<file path="config.mk">
export PLATFORM = sky130hd
export DESIGN_NAME = intr_priority_arbiter
export DESIGN_NICKNAME = d
export VERILOG_FILES = /design/src/rtl/intr_pkg.sv /design/src/rtl/intr_prio_select.sv /design/src/rtl/intr_priority_arbiter.sv
export SDC_FILE = /design/constraint.sdc
export NUM_CORES = 1
export LEC_CHECK = 0
export ABC_AREA = 1
export CAP_MARGIN = 20
export CORE_AREA = 2 2 87 89
export CTS_CLUSTER_SIZE = 14
export DETAILED_ROUTE_END_ITERATION = 8
export DIE_AREA = 0 0 89 91
export GPL_TIMING_DRIVEN = 0
export PLACE_DENSITY = 0.62
export SYNTH_ARGS = -nofsm -noshare
export SYNTH_HDL_FRONTEND = slang
export SYNTH_SLANG_ARGS = --single-unit
</file>
<file path="constraint.sdc">
create_clock -name clk -period 4.7 [get_ports clk]
set_clock_uncertainty 0.15 [all_clocks]
set_input_delay 0.705 -clock clk [delete_from_list [all_inputs] [get_ports clk]]
set_output_delay 0.705 -clock clk [all_outputs]
set_load 0.005 [all_outputs]
</file>
<file path="src/rtl/intr_pkg.sv">
// Shared types and constants for the 4-source interrupt priority arbiter.
package intr_pkg;

   typedef enum logic [1:0] {
      IDLE = 2'd0,
      REQ  = 2'd1,
      ACK  = 2'd2
   } state_e;

   localparam logic [2:0] CFG_PRIO0 = 3'd0;
   localparam logic [2:0] CFG_PRIO1 = 3'd1;
   localparam logic [2:0] CFG_PRIO2 = 3'd2;
   localparam logic [2:0] CFG_PRIO3 = 3'd3;
   localparam logic [2:0] CFG_MASK  = 3'd4;

   localparam int RST_PRIO0 = 1;
   localparam int RST_PRIO1 = 2;
   localparam int RST_PRIO2 = 3;
   localparam int RST_PRIO3 = 4;

endpackage

</file>
<file path="src/rtl/intr_prio_select.sv">
// Max-priority finder over 4 sources; the lower index wins on a tie.
module intr_prio_select #(
   parameter int PRIO_W = 4
) (
   input  logic [3:0]             valid_i,
   input  logic [3:0][PRIO_W-1:0] prio_i,
   output logic                   found_o,
   output logic [1:0]             idx_o,
   output logic [PRIO_W-1:0]      level_o
);

   logic              found;
   logic [1:0]        idx;
   logic [PRIO_W-1:0] level;

   always_comb begin
      found = 1'b0;
      idx   = 2'd0;
      level = '0;
      // Strict compare keeps the earlier (lower) index on equal priority.
      for (int i = 0; i < 4; i++) begin
         if (valid_i[i] && (!found || prio_i[i] > level)) begin
            found = 1'b1;
            idx   = 2'(i);
            level = prio_i[i];
         end
      end
   end

   assign found_o = found;
   assign idx_o   = idx;
   assign level_o = level;

endmodule

</file>
<file path="src/rtl/intr_priority_arbiter.sv">
// Interrupt priority arbiter: masks, prioritises and nests 4 sources,
// running the IRQ/IACK handshake towards the CPU.
module intr_priority_arbiter #(
   parameter int PRIO_W = 4,
   parameter int NSRC   = 4
) (
   input  logic              clk,
   input  logic              rst,
   input  logic [NSRC-1:0]   req,
   input  logic              iack,
   input  logic              eoi,
   input  logic              cfg_we,
   input  logic [2:0]        cfg_addr,
   input  logic [PRIO_W-1:0] cfg_wdata,
   output logic              irq,
   output logic [1:0]        priority_select,
   output logic [NSRC-1:0]   in_service,
   output logic [PRIO_W-1:0] cur_level
);

   import intr_pkg::*;

   state_e                       state_q;
   logic                         irq_q;
   logic [1:0]                   sel_q;
   logic [NSRC-1:0]              svc_q, svc_d;
   logic [PRIO_W-1:0]            cur_q, cur_d;
   logic [NSRC-1:0][PRIO_W-1:0]  prio_q, prio_d;
   logic [NSRC-1:0]              mask_q, mask_d;

   logic [NSRC-1:0]   qual;
   logic              cand_found;
   logic [1:0]        cand_idx;
   logic [PRIO_W-1:0] cand_level;
   logic              svc_found;
   logic [1:0]        svc_idx;
   logic [PRIO_W-1:0] svc_level;
   logic [NSRC-1:0]   eoi_clr;
   logic [NSRC-1:0]   ack_set;
   logic              unused_sel;

   always_comb begin
      for (int n = 0; n < NSRC; n++) begin
         qual[n] = req[n] & ~mask_q[n] & (prio_q[n] != '0)
                 & (prio_q[n] > cur_q);
      end
   end

   intr_prio_select #(.PRIO_W(PRIO_W)) u_cand (
      .valid_i (qual),
      .prio_i  (prio_q),
      .found_o (cand_found),
      .idx_o   (cand_idx),
      .level_o (cand_level)
   );

   // eoi retires the lowest-index in-service source at the current level.
   always_comb begin
      logic hit;
      hit     = 1'b0;
      eoi_clr = '0;
      if (eoi) begin
         for (int n = 0; n < NSRC; n++) begin
            if (!hit && svc_q[n] && prio_q[n] == cur_q) begin
               eoi_clr[n] = 1'b1;
               hit        = 1'b1;
            end
         end
      end
   end

   always_comb begin
      ack_set = '0;
      if (state_q == REQ && iack) ack_set[sel_q] = 1'b1;
      svc_d = (svc_q & ~eoi_clr) | ack_set;
   end

   intr_prio_select #(.PRIO_W(PRIO_W)) u_svc (
      .valid_i (svc_d),
      .prio_i  (prio_q),
      .found_o (svc_found),
      .idx_o   (svc_idx),
      .level_o (svc_level)
   );

   assign cur_d      = svc_found ? svc_level : '0;
   assign unused_sel = ^{svc_idx, cand_level};

   always_comb begin
      prio_d = prio_q;
      mask_d = mask_q;
      if (cfg_we) begin
         if (cfg_addr < CFG_MASK) prio_d[cfg_addr[1:0]] = cfg_wdata;
         else if (cfg_addr == CFG_MASK) mask_d = cfg_wdata[3:0];
      end
   end

   always_ff @(posedge clk) begin
      if (rst) begin
         state_q <= IDLE;
         irq_q   <= 1'b0;
         sel_q   <= 2'd0;
         svc_q   <= '0;
         cur_q   <= '0;
         mask_q  <= '0;
         prio_q[0] <= PRIO_W'(RST_PRIO0);
         prio_q[1] <= PRIO_W'(RST_PRIO1);
         prio_q[2] <= PRIO_W'(RST_PRIO2);
         prio_q[3] <= PRIO_W'(RST_PRIO3);
      end else begin
         svc_q  <= svc_d;
         cur_q  <= cur_d;
         prio_q <= prio_d;
         mask_q <= mask_d;
         unique case (state_q)
            IDLE: begin
               if (cand_found) begin
                  state_q <= REQ;
                  irq_q   <= 1'b1;
                  sel_q   <= cand_idx;
               end
            end
            REQ: begin
               if (iack) begin
                  state_q <= ACK;
                  irq_q   <= 1'b0;
               end else if (!req[sel_q] || mask_q[sel_q]) begin
                  state_q <= IDLE;
                  irq_q   <= 1'b0;
               end
            end
            ACK: begin
               if (!iack) state_q <= IDLE;
            end
            default: begin
               state_q <= IDLE;
               irq_q   <= 1'b0;
            end
         endcase
      end
   end

   assign irq             = irq_q;
   assign priority_select = sel_q;
   assign in_service      = svc_q;
   assign cur_level       = cur_q;

endmodule

</file>
==> results.yml <==
critical_path:
  max_stage_delay_ns: 0.32
  worstSetupPathType: "reg -> reg"
  rr_endpoint: "priority_select[0]"
  cp_data_required_time_ns: 4.78
  crit_arrival_ns: 4.55
  regToRegSetupSlack_ns: 0.23
  timing.rr.start: "cur_level[2]"
  crit_path_top_delay_cell: "dfxtp_2"
  cp_max_fo: 6
  start_kind: "register"
  worstRegToRegCells: 34
  critPathCaptureType: "register"
yosys:
  synth_edf_count: 0
  syn_avg_cell_area_sq_um: 6.65
  netlist.area_leader.share: 0.237
  synth_flop_cell: "dfxtp_1"
  ys_seq_area_frac: 0.237
  synth_seq_cells: 33
  ys_types: 27
  yosys_warnings: 0
  syn_inst: 419
  yosys.area.top_type: "dfxtp_1"
  synthTopCellsByArea: "dfxtp_1, ha_1, nand2_1"
  async_reset_ff_frac: 0
  synth_fp_nets: 475
  syn-cell-area_sq_um: 2790
drt:
  antenna_left: 0
  dr.pass1.iters: 4
  drcViolationCount: 0
  drt-total-wl_mm: 8.20
  vias_per_cell: 5.07
  wl_per_cell_microns: 14.5
  drt_iter0_drc: 127
  vias: 2870
min_path:
  whs_endpoint: "irq"
  hold_path_depth: 2
  holdCritStartpoint: "irq"
  worst_hold_path_type: "reg -> reg"
sta:
  clock.fmax_ghz: 0.224
  setup_viol: 0
  hold_viol: 0
  fin_crit_sh: 0.951
  drv_slew: 0
  slew_headroom: 0.575
  tightest_slew_ns: 0.632
  hold_slack_ns: 0.316
  post-route-min-period_ns: 4.47
layout:
  final_area_sq_um: 3670
  final_common_cell: "nand2_1"
  n_fill_cell: 740
  final_cells: 566
  final_nets: 522
  final_layout_size_suffix_gt1_frac: 0.244
  diodes: 0
  syn2layout_area_growth_pct: 31.7
  layout_common_cells: "nand2_1, inv_1, nor2_1, ha_1, a21oi_1"
power:
  vdd_drop_max_mv: 0.222
  power_density_nw_per_um2: 276
  p_leak_nw: 1.69
  power_w: 0.00101
clock_tree:
  clk_pin_slew_ns: 0.07
  clk_latency_ns: 0.28
  cts.sinks: 33
  cts_max_level: 2
  cts_tree: "done"
  numCtsBuffers: 5
  max-clock-path-buffers: 2
  clock-root-buffer: "clkbuf_8"
global_route:
  grt_pass1_wl_mm: 12.6
  gr-total-overflow: 0
  grt_max_degree: 11
  grt_pass1_vias: 2710
  antenna_found_initial: 0
  grt_util_all_layers: 0.201
floorplanning:
  die_w_microns: 89
  num_rows: 31
  die_area_sq_um: 8100
  core_region_area_sq_um: 7140
  die_h_microns: 91
  ios: 27
  start_util: 0.391
flow_run:
  drv_cap: 0
placement:
  place_hpwl_mm: 6.12
  place.gp.congestion: 0.855
  numPortBuffers: 26
  placedCellCount: 544
  placedInstanceArea_sq_um: 3170
outcome:
  status: "completed"
per-stage QoR:
step                      worst slack, ns  setup TNS, ns   util
after global routing              -0.0440        -0.0471  0.515
after global placement             -0.497          -2.65  0.444
final                               0.232              0  0.515
after detailed placement           -0.522          -2.71  0.444
after floorplan                     0.543              0      -
after CTS                          0.0121              0  0.470
synthesized netlist by cell type, drive strengths merged (2+ instances only):
library cell  count
a21oi            36
clkbuf            2
dfxtp            33
ha               40
inv              64
nand2           109
nand3            25
nand4             5
nor2             50
nor3              6
o211ai            6
o21ai            38
o21bai            2
report_power, final:
| part | total (W) | switching (W) | internal (W) | leakage (nW) |
|---|---|---|---|---|
| Sequential | 0.000326 | 0.0000277 | 0.000298 | 0.272 |
| Clock | 0.000238 | 0.000105 | 0.000132 | 0.0542 |
| Combinational | 0.000449 | 0.000261 | 0.000187 | 1.36 |
registers in the layout, indices dropped and copies added, names as in the netlist:
signal           flops
state_q              2
cur_level            4
prio_q              16
in_service           4
priority_select      2
mask_q               4
irq                  1
cell type report:
| class | count | area (sq um) | area share |
|---|---|---|---|
| Buffer | 2 | 7.51 | 0.00204 |
| Clock buffer | 7 | 96.3 | 0.0262 |
| Clock inverter | 1 | 5.00 | 0.00136 |
| Inverter | 64 | 245 | 0.0668 |
| Multi-Input combinational cell | 320 | 2150 | 0.584 |
| Sequential cell | 33 | 671 | 0.183 |
| Tap cell | 99 | 124 | 0.0337 |
| Timing Repair Buffer | 40 | 378 | 0.103 |
layer usage:
layer | track usage | vias up | share of wire
met5 | 0 | - | 0
met3 | 0.0273 | 15 | 0.045
met2 | 0.338 | 56 | 0.49
li1 | - | 1478 | -
met1 | 0.254 | 1321 | 0.44
met4 | 0.0846 | 0 | 0.023
worst max-delay path: cells and delay by family, from the launching register on:
family          cells  cell delay, ns
simple gates       13            1.16
compound gates     12            1.13
fa+ha+maj           4            0.97
buf+inv             5            0.65
flops               1            0.32
repair_timing:
item / CTS / global route
setup endpoints to repair: 6 / 6
gates resized for setup: 18 / 73
pin swaps: 4 / 27
buffers inserted: 7 / 7
hold buffers: 0 / 0
worst max-delay path by stage:
stage / start / endpoint / slack, ns
floorplan: cur_level[3] / cur_level[0] / 0.54
global placement: req[0] / priority_select[0] / -0.50
detailed placement: req[0] / priority_select[0] / -0.52
CTS: eoi / cur_level[3] / 0.01
global route: cur_level[2] / priority_select[0] / -0.04
finish: cur_level[2] / priority_select[0] / 0.23
logic make-up (layout without fill, tap and decap cells):
family,after synthesis,in the layout,share of synthesized area
flops,33,33,0.237
fa+ha+maj,40,40,0.180
simple gates,196,196,0.332
compound gates,84,84,0.162
buf+inv,66,114,0.0889
No activity file was read; power rests on OpenSTA's default activity.
